--- config.mk ---
export PLATFORM = sky130hd
export DESIGN_NAME = pipeline_stall_controller_flat
export DESIGN_NICKNAME = d
export VERILOG_FILES = /design/src/rtl/pipeline_stall_controller_if.sv /design/src/rtl/pipeline_stall_controller.sv /design/src/flat_wrapper.sv
export SDC_FILE = /design/constraint.sdc
export NUM_CORES = 1
export LEC_CHECK = 0
export CORE_AREA = 8 8 91 68
export CTS_BUF_LIST = sky130_fd_sc_hd__clkbuf_16
export DETAILED_ROUTE_END_ITERATION = 6
export DIE_AREA = 0 0 99 76
export PLACE_DENSITY = 0.78
export SLEW_MARGIN = 20
export SYNTH_ARGS = -nofsm -noshare
export SYNTH_HDL_FRONTEND = slang
export SYNTH_SLANG_ARGS = --single-unit
--- constraint.sdc ---
create_clock -name clk -period 3.1 [get_ports clk]
set_clock_uncertainty 0.1 [all_clocks]
set_input_delay 0.93 -clock clk [delete_from_list [all_inputs] [get_ports clk]]
set_output_delay 0.93 -clock clk [all_outputs]
set_load 0.005 [all_outputs]
--- src/rtl/pipeline_stall_controller_if.sv ---
// Stall-controller bundle between the hazard/branch/memory sources and the
// pipeline-register enables.
//   master : drives the requests (hazard_stall_req, branch_taken, jump,
//            mem_busy, err_clear) and observes enables, counters and flags.
//   slave  : the stall controller; consumes requests, drives enables,
//            flush/bubble, the saturating counters and the sticky flags.
interface pipeline_stall_controller_if #(
  parameter int CNT_W = 16
);
  logic             hazard_stall_req;
  logic             branch_taken;
  logic             jump;
  logic             mem_busy;
  logic             err_clear;
  logic             pc_enable;
  logic             ifid_enable;
  logic             ifid_flush;
  logic             idex_enable;
  logic             idex_bubble;
  logic             exmem_enable;
  logic [CNT_W-1:0] stall_cycles;
  logic [CNT_W-1:0] flush_events;
  logic             stall_overrun;
  logic             mem_timeout;

  modport master (
    output hazard_stall_req, branch_taken, jump, mem_busy, err_clear,
    input  pc_enable, ifid_enable, ifid_flush, idex_enable, idex_bubble,
           exmem_enable, stall_cycles, flush_events, stall_overrun, mem_timeout
  );

  modport slave (
    input  hazard_stall_req, branch_taken, jump, mem_busy, err_clear,
    output pc_enable, ifid_enable, ifid_flush, idex_enable, idex_bubble,
           exmem_enable, stall_cycles, flush_events, stall_overrun, mem_timeout
  );
endinterface

--- src/rtl/pipeline_stall_controller.sv ---
// Pipeline stall/flush controller for the 5-stage core.
// Resolves memory wait, branch, load-use stall and jump (in that priority)
// into PC/IF-ID/ID-EX/EX-MEM enables, IF/ID flush and ID/EX bubble. Control
// outputs are combinational; event counters and sticky flags are registered.
// Ports:
//   clk   : clock, all state on rising edge
//   reset : synchronous active-high reset
//   bus   : slave side of pipeline_stall_controller_if (requests in,
//           enables/flush/bubble, stall_cycles, flush_events,
//           stall_overrun, mem_timeout out)
module pipeline_stall_controller #(
  parameter int CNT_W       = 16,
  parameter int MAX_STALL   = 2,
  parameter int MEM_TIMEOUT = 64
) (
  input  logic                          clk,
  input  logic                          reset,
  pipeline_stall_controller_if.slave    bus
);

  typedef enum logic [1:0] {
    RUN     = 2'd0,
    STALL   = 2'd1,
    MEMWAIT = 2'd2
  } state_e;

  localparam int WAIT_W = $clog2(MEM_TIMEOUT + 1);
  localparam int RUN_W  = $clog2(MAX_STALL + 2);
  localparam logic [WAIT_W-1:0] WAIT_MAX = WAIT_W'(MEM_TIMEOUT);
  localparam logic [RUN_W-1:0]  RUN_MAX  = RUN_W'(MAX_STALL + 1);

  state_e            state_q, state_d;
  logic [WAIT_W-1:0] wait_cnt_q, wait_cnt_d;
  logic [RUN_W-1:0]  run_cnt_q, run_cnt_d;
  logic [CNT_W-1:0]  stall_cnt_q, stall_cnt_d;
  logic [CNT_W-1:0]  flush_cnt_q, flush_cnt_d;
  logic              overrun_q, overrun_d;
  logic              timeout_q, timeout_d;
  logic              flush_evt;

  function automatic logic [CNT_W-1:0] sat_inc_cnt(input logic [CNT_W-1:0] v);
    return (&v) ? v : v + CNT_W'(1);
  endfunction

  function automatic logic [WAIT_W-1:0] sat_inc_wait(input logic [WAIT_W-1:0] v);
    return (v == WAIT_MAX) ? v : v + WAIT_W'(1);
  endfunction

  function automatic logic [RUN_W-1:0] sat_inc_run(input logic [RUN_W-1:0] v);
    return (v == RUN_MAX) ? v : v + RUN_W'(1);
  endfunction

  // State register
  always_ff @(posedge clk) begin
    if (reset) begin
      state_q     <= RUN;
      wait_cnt_q  <= '0;
      run_cnt_q   <= '0;
      stall_cnt_q <= '0;
      flush_cnt_q <= '0;
      overrun_q   <= 1'b0;
      timeout_q   <= 1'b0;
    end else begin
      state_q     <= state_d;
      wait_cnt_q  <= wait_cnt_d;
      run_cnt_q   <= run_cnt_d;
      stall_cnt_q <= stall_cnt_d;
      flush_cnt_q <= flush_cnt_d;
      overrun_q   <= overrun_d;
      timeout_q   <= timeout_d;
    end
  end

  // Next-state and counter update, priority mem > branch > stall > jump
  always_comb begin
    state_d   = RUN;
    flush_evt = 1'b0;
    if (bus.mem_busy) begin
      state_d = MEMWAIT;
    end else if (bus.branch_taken) begin
      flush_evt = 1'b1;
    end else if (bus.hazard_stall_req) begin
      state_d = STALL;
    end else if (bus.jump) begin
      flush_evt = 1'b1;
    end

    // A wait run starts at 1 on entry and counts while frozen.
    wait_cnt_d = '0;
    if (state_d == MEMWAIT)
      wait_cnt_d = (state_q == MEMWAIT) ? sat_inc_wait(wait_cnt_q) : WAIT_W'(1);

    // The freeze holds the stall run length: the same load-use instruction
    // is still waiting when memory releases the pipeline.
    run_cnt_d = '0;
    if (state_d == STALL)
      run_cnt_d = (state_q == RUN) ? RUN_W'(1) : sat_inc_run(run_cnt_q);
    else if (state_d == MEMWAIT)
      run_cnt_d = run_cnt_q;

    stall_cnt_d = (state_d == STALL) ? sat_inc_cnt(stall_cnt_q) : stall_cnt_q;
    flush_cnt_d = flush_evt ? sat_inc_cnt(flush_cnt_q) : flush_cnt_q;

    // Flags set only on the cycle the threshold is first reached; a set
    // condition beats a simultaneous clear.
    overrun_d = overrun_q & ~bus.err_clear;
    if (state_d == STALL && run_cnt_q != RUN_MAX && run_cnt_d == RUN_MAX)
      overrun_d = 1'b1;
    timeout_d = timeout_q & ~bus.err_clear;
    if (state_d == MEMWAIT && wait_cnt_q != WAIT_MAX && wait_cnt_d == WAIT_MAX)
      timeout_d = 1'b1;
  end

  // Output decode
  always_comb begin
    bus.pc_enable    = 1'b1;
    bus.ifid_enable  = 1'b1;
    bus.ifid_flush   = 1'b0;
    bus.idex_enable  = 1'b1;
    bus.idex_bubble  = 1'b0;
    bus.exmem_enable = 1'b1;
    if (reset) begin
      bus.pc_enable    = 1'b0;
      bus.ifid_enable  = 1'b0;
      bus.ifid_flush   = 1'b1;
      bus.idex_enable  = 1'b0;
      bus.idex_bubble  = 1'b1;
      bus.exmem_enable = 1'b0;
    end else if (bus.mem_busy) begin
      bus.pc_enable    = 1'b0;
      bus.ifid_enable  = 1'b0;
      bus.idex_enable  = 1'b0;
      bus.exmem_enable = 1'b0;
    end else if (bus.branch_taken) begin
      bus.ifid_flush   = 1'b1;
      bus.idex_bubble  = 1'b1;
    end else if (bus.hazard_stall_req) begin
      bus.pc_enable    = 1'b0;
      bus.ifid_enable  = 1'b0;
      bus.idex_bubble  = 1'b1;
    end else if (bus.jump) begin
      bus.ifid_flush   = 1'b1;
    end
  end

  assign bus.stall_cycles  = stall_cnt_q;
  assign bus.flush_events  = flush_cnt_q;
  assign bus.stall_overrun = overrun_q;
  assign bus.mem_timeout   = timeout_q;

endmodule
--- src/flat_wrapper.sv ---
// flat-port wrapper written by rule: the top's interface ports become plain ports
module pipeline_stall_controller_flat 
#(
  parameter int CNT_W       = 16,
  parameter int MAX_STALL   = 2,
  parameter int MEM_TIMEOUT = 64
)
  (clk, reset, bus_hazard_stall_req, bus_branch_taken, bus_jump, bus_mem_busy, bus_err_clear, bus_pc_enable, bus_ifid_enable, bus_ifid_flush, bus_idex_enable, bus_idex_bubble, bus_exmem_enable, bus_stall_cycles, bus_flush_events, bus_stall_overrun, bus_mem_timeout);
  pipeline_stall_controller_if #(.CNT_W(CNT_W)) bus_i ();
  input  logic clk;
  input  logic reset;
  input wire logic [$bits(bus_i.hazard_stall_req)-1:0] bus_hazard_stall_req;
  input wire logic [$bits(bus_i.branch_taken)-1:0] bus_branch_taken;
  input wire logic [$bits(bus_i.jump)-1:0] bus_jump;
  input wire logic [$bits(bus_i.mem_busy)-1:0] bus_mem_busy;
  input wire logic [$bits(bus_i.err_clear)-1:0] bus_err_clear;
  output wire logic [$bits(bus_i.pc_enable)-1:0] bus_pc_enable;
  output wire logic [$bits(bus_i.ifid_enable)-1:0] bus_ifid_enable;
  output wire logic [$bits(bus_i.ifid_flush)-1:0] bus_ifid_flush;
  output wire logic [$bits(bus_i.idex_enable)-1:0] bus_idex_enable;
  output wire logic [$bits(bus_i.idex_bubble)-1:0] bus_idex_bubble;
  output wire logic [$bits(bus_i.exmem_enable)-1:0] bus_exmem_enable;
  output wire logic [$bits(bus_i.stall_cycles)-1:0] bus_stall_cycles;
  output wire logic [$bits(bus_i.flush_events)-1:0] bus_flush_events;
  output wire logic [$bits(bus_i.stall_overrun)-1:0] bus_stall_overrun;
  output wire logic [$bits(bus_i.mem_timeout)-1:0] bus_mem_timeout;
  assign bus_i.hazard_stall_req = bus_hazard_stall_req;
  assign bus_i.branch_taken = bus_branch_taken;
  assign bus_i.jump = bus_jump;
  assign bus_i.mem_busy = bus_mem_busy;
  assign bus_i.err_clear = bus_err_clear;
  assign bus_pc_enable = bus_i.pc_enable;
  assign bus_ifid_enable = bus_i.ifid_enable;
  assign bus_ifid_flush = bus_i.ifid_flush;
  assign bus_idex_enable = bus_i.idex_enable;
  assign bus_idex_bubble = bus_i.idex_bubble;
  assign bus_exmem_enable = bus_i.exmem_enable;
  assign bus_stall_cycles = bus_i.stall_cycles;
  assign bus_flush_events = bus_i.flush_events;
  assign bus_stall_overrun = bus_i.stall_overrun;
  assign bus_mem_timeout = bus_i.mem_timeout;
  pipeline_stall_controller #(.CNT_W(CNT_W), .MAX_STALL(MAX_STALL), .MEM_TIMEOUT(MEM_TIMEOUT)) u_core (.clk(clk), .reset(reset), .bus(bus_i));
endmodule
# Word level (Yosys, flattened, before mapping)
# Index checks and enable logic that the tools add are counted.
# classes
addsub,4
n_eq_ne,9
mux,27
n_bitwise,5
n_reduce_logical,9
# ops
operator,count
"16-bit by 1-bit adder with 16-bit output, second input constant",2
16-bit AND reduction,2
7-bit two-way mux,3
1-bit two-way mux,18
"7-bit == test, second input constant",2
2-bit two-way mux,6
"2-bit == test, second input constant",4
"7-bit by 1-bit adder with 7-bit output, second input constant",1
"7-bit != test, second input constant",1
1-bit logical AND,4
2-bit AND reduction,2
1-bit inverter,3
"2-bit by 1-bit adder with 2-bit output, second input constant",1
1-bit AND,2
"2-bit by 1-bit == test with 1-bit output, second input constant",1
2-bit zero test,1
"2-bit != test, second input constant",1
# word_totals
ff_bits,45
out_inout_bits,40

# Longest topological paths before layout
# logic_depth
word_depth,9
depth_mapped,6
ltp_nobuf,5

# Worst setup path before layout
# Ideal clock, no wire load.
# synth_timing
path_type,input-to-output
from,in reset
to,out bus_pc_enable
arrival_ns,1.743
required_ns,2.070
path_slack_ns,0.327
cell_stages,4
path_buffers,3
path_cell_list,clkbuf_1 -> buf_1 -> nor3_1 -> buf_4
# synth_via
elab_chain_len,1
# synth_lines
element,line,source
from (decl),flat_wrapper.sv:11,input logic reset;
1-bit two-way mux,--,
to (decl),flat_wrapper.sv:17,output wire logic [$bits(bus_i.pc_enable)-1:0] bus_pc_enable;
# Every way passes these cells.

# Worst setup path in the final report
# layout_timing
from,in reset
to,out bus_ifid_enable
# layout_via
elab_chain_len,1
# layout_lines
element,line,source
1-bit two-way mux,pipeline_stall_controller.sv:122,if (reset) begin
to (decl),flat_wrapper.sv:18,output wire logic [$bits(bus_i.ifid_enable)-1:0] bus_ifid_enable;
# Every way passes these cells.

==> results.sh <==
export IMPL_synth_nets=297
export IMPL_critPathKind="in -> out"
export IMPL_critPathLaunch="reset"
export IMPL_r2r_cells=5
export IMPL_drive_above_1_share=0.1461
export IMPL_tightest_slew_ns=0.7274
export IMPL_hp_class="reg -> reg"
export IMPL_synth_area_leader_cell="dfxtp_1"
export IMPL_synth_area_top_cells="dfxtp_1 (37%), mux2_2 (6.5%), nor2b_1 (4.7%)"
export IMPL_cts_sinks=45
export IMPL_setup_viol=0
export IMPL_ctsLongestPathBuffers=2
export IMPL_clkPwrFrac=0.424
export IMPL_rrSetupSlack_ns=0.96
export IMPL_clock_latency_ns=0.28
export IMPL_fin_crit_sh=0.9810
export IMPL_seq_area_um2=900.9
export IMPL_port_buffers=46
export IMPL_dp_hpwl_um=4502
export IMPL_dieArea_mm2=0.007524
export IMPL_drc_errors=0
export IMPL_seq_area_frac_synth=0.3734
export IMPL_num_rows=22
export IMPL_antenna_found_initial=0
export IMPL_cp_end_kind="primary output"
export IMPL_design_core_area_mm2=0.004927
export IMPL_synth_edf_count=0
export IMPL_comb_power_share=0.078
export IMPL_swShare=0.2214
export IMPL_seq_power_share=0.498
export IMPL_drtPass1Iterations=5
export IMPL_gp_congestion=0.9247
export IMPL_vias=2359
export IMPL_synth_area_mm2=0.002412
export IMPL_finalWirelength_um=6355
export IMPL_nFillCells=411
export IMPL_die_h_um=76
export IMPL_period_needed_ns=3.041
export IMPL_r2r_end="u_core.bus.stall_cycles[5]"
export IMPL_postRouteAntennaNets=0
export IMPL_layout_nets=359
export IMPL_grt_pass1_vias=2187
export IMPL_vias_per_cell=5.768
export IMPL_status="finished clean"
export IMPL_synthArstFlopShare=0
export IMPL_synth_top_area_frac=0.3734
export IMPL_antenna_cells=0
export IMPL_ios=47
export IMPL_critPathMaxFanout=3
export IMPL_p_switching_uw=262.0
export IMPL_first_iter_violations=175
export IMPL_fmax_ghz=0.3288
export IMPL_syn_inst=286
export IMPL_fin_total_pwr_mw=1.183
export IMPL_yosys_warnings=0
export IMPL_endpoint="bus_ifid_enable"
export IMPL_max_slew_margin=0.5133
export IMPL_intPower_uw=921.3
export IMPL_cap_violations=0
export IMPL_cts_root_buffer_cell="clkbuf_16"
export IMPL_synth_main_ff_cell="dfxtp_1"
export IMPL_place_area_mm2=0.003023
export IMPL_die_w_um=99
export IMPL_numCtsBuffers=5
export IMPL_grt_overflow_total=0
export IMPL_place_ws_ns=-0.3108
export IMPL_ir_worst_vdd_mv=0.2802
export IMPL_worstPathRequired_ns=2.07
export IMPL_final_area_mm2=0.003198
export IMPL_wl_per_cell_um=15.54
export IMPL_area_growth_pct=32.57
export IMPL_finalHoldViolations=0
export IMPL_synth_cell_types=45
export IMPL_r2r_start="u_core.bus.stall_cycles[0]"
export IMPL_p_per_area_mw_per_mm2=370.0
export IMPL_ctsHtreeMaxLevel=2
export IMPL_tns_ns=0
export IMPL_final_cell_mix="dfxtp_1 (45), clkdlybuf4s50_1 (37), nor2_1 (29), nand2_1 (22), buf_4 (20)"
export IMPL_path_clk_slew_ns=0.06
export IMPL_maxSlewViolCount=0
export IMPL_syn_avg_cell_area_um2=8.435
export IMPL_ys_ff_latch=45
export IMPL_grt_pass1_wl_um=10490
export IMPL_power_leakage_nw=1.161
export IMPL_final_common_cell="dfxtp_1"
export IMPL_multiInputGateArea_mm2=0.001424
export IMPL_initial_core_util=0.4896
export IMPL_worst_setup_path_start_kind="primary input"
export IMPL_rsz0062_at_grt="false"
export IMPL_cts_tree="done"
export IMPL_worst_slack_ns=0.05903
export IMPL_grtUsageTotal=0.1664
export IMPL_grt_max_degree=48
export IMPL_worstPathArrival_ns=2.01
## logic make-up (layout without fill, tap and decap cells)
group	Yosys count	in the layout	synth area share
AND/OR/NAND/NOR	137	137	0.3148
multiplexers	16	16	0.07365
flip-flops	45	45	0.3734
adder cells (fa/ha/maj)	4	4	0.02075
AO/OA/AOI/OAI	56	56	0.1572
XOR/XNOR	5	5	0.01816
buffers and inverters	23	86	0.04201
## state kept, by name, summed over array words and instances (netlist names)
register / flops
u_core.bus.flush_events: 16
u_core.run_cnt_q: 2
u_core.bus.stall_cycles: 16
u_core.bus.stall_overrun: 1
u_core.wait_cnt_q: 7
u_core.state_q: 2
u_core.bus.mem_timeout: 1
## critical path: stages
cell and delay, ns:
clkdlybuf4s50_1 0.52, nor3_2 0.07, buf_4 0.13, buf_4 0.12, buf_4 0.12, buf_4 0.12
## synth_stat cells, drive strengths merged, types with 4 or more instances
master   n
dfxtp   45
o31ai    4
inv     11
ha       4
and4     6
a211oi  12
nand3   10
mux2    14
o21ai    7
buf      4
nor2b   18
or3      5
and2     4
nor2    29
nand2   22
and3     9
a21oi   15
nor3     9
clkbuf   8
nand4    5
nor4     7
## through the flow
| stage | hold slack (ns) | cells | util |
|---|---|---|---|
| 2_1_floorplan | 0.3563 | 286 | - |
| 3_3_place_gp | 0.3605 | 398 | 0.6135 |
| 3_5_place_dp | 0.3671 | 398 | 0.6135 |
| 4_1_cts | 0.3809 | 409 | 0.6468 |
| 5_1_grt | 0.4183 | 409 | 0.6491 |
| 6_report | 0.3765 | 409 | 0.6491 |
## what timing repair did
item                                    in CTS  in global routing
hold buffers                                 0                  0
resized for setup                           16                  4
setup buffers                                3                  0
pin swaps                                    2                  1
endpoints found under the setup margin       6                  2
## how the worst min path moves through the flow
| stage | depth (start not counted) | slack, ns | startpoint | endpoint |
|---|---|---|---|---|
| 6_report | 1 | 0.38 | u_core.bus.mem_timeout | u_core.bus.mem_timeout |
| 5_1_grt | 1 | 0.42 | u_core.bus.mem_timeout | u_core.bus.mem_timeout |
| 4_1_cts | 1 | 0.38 | u_core.bus.mem_timeout | u_core.bus.mem_timeout |
| 3_5_place_dp | 1 | 0.37 | u_core.bus.mem_timeout | u_core.bus.mem_timeout |
| 3_3_place_gp | 1 | 0.36 | u_core.bus.mem_timeout | u_core.bus.mem_timeout |
| 2_1_floorplan | 2 | 0.36 | u_core.run_cnt_q[0] | u_core.run_cnt_q[0] |
## power groups by stage
stage                     sequential, mW  clock [mW]  combinational [mW]
after detailed placement           0.602           0              0.0871
final                              0.589       0.502              0.0918
after CTS                          0.589       0.509              0.0899
after floorplan                    0.601           0              0.0425
after global placement             0.602           0              0.0863
after global routing               0.590       0.541              0.0997
## per-layer routing
metal  track usage  up-vias  wire, um  share of wire
met4       0.06565        0        82          0.013
met1        0.2255     1071      3148           0.50
li1              -     1182         -              -
met5             0        -         0              0
met2        0.2443       98      2695           0.42
met3       0.04197        8       428          0.067
## layout make-up
type | instances | share of cell area
multi-input combinational | 218 | 0.4452
sequential | 45 | 0.2817
timing repair buffer | 67 | 0.1937
clock buffer | 5 | 0.03912
tap | 60 | 0.02347
inverter | 11 | 0.01291
clock inverter | 3 | 0.003912
Power figures use the tool's default switching activity.
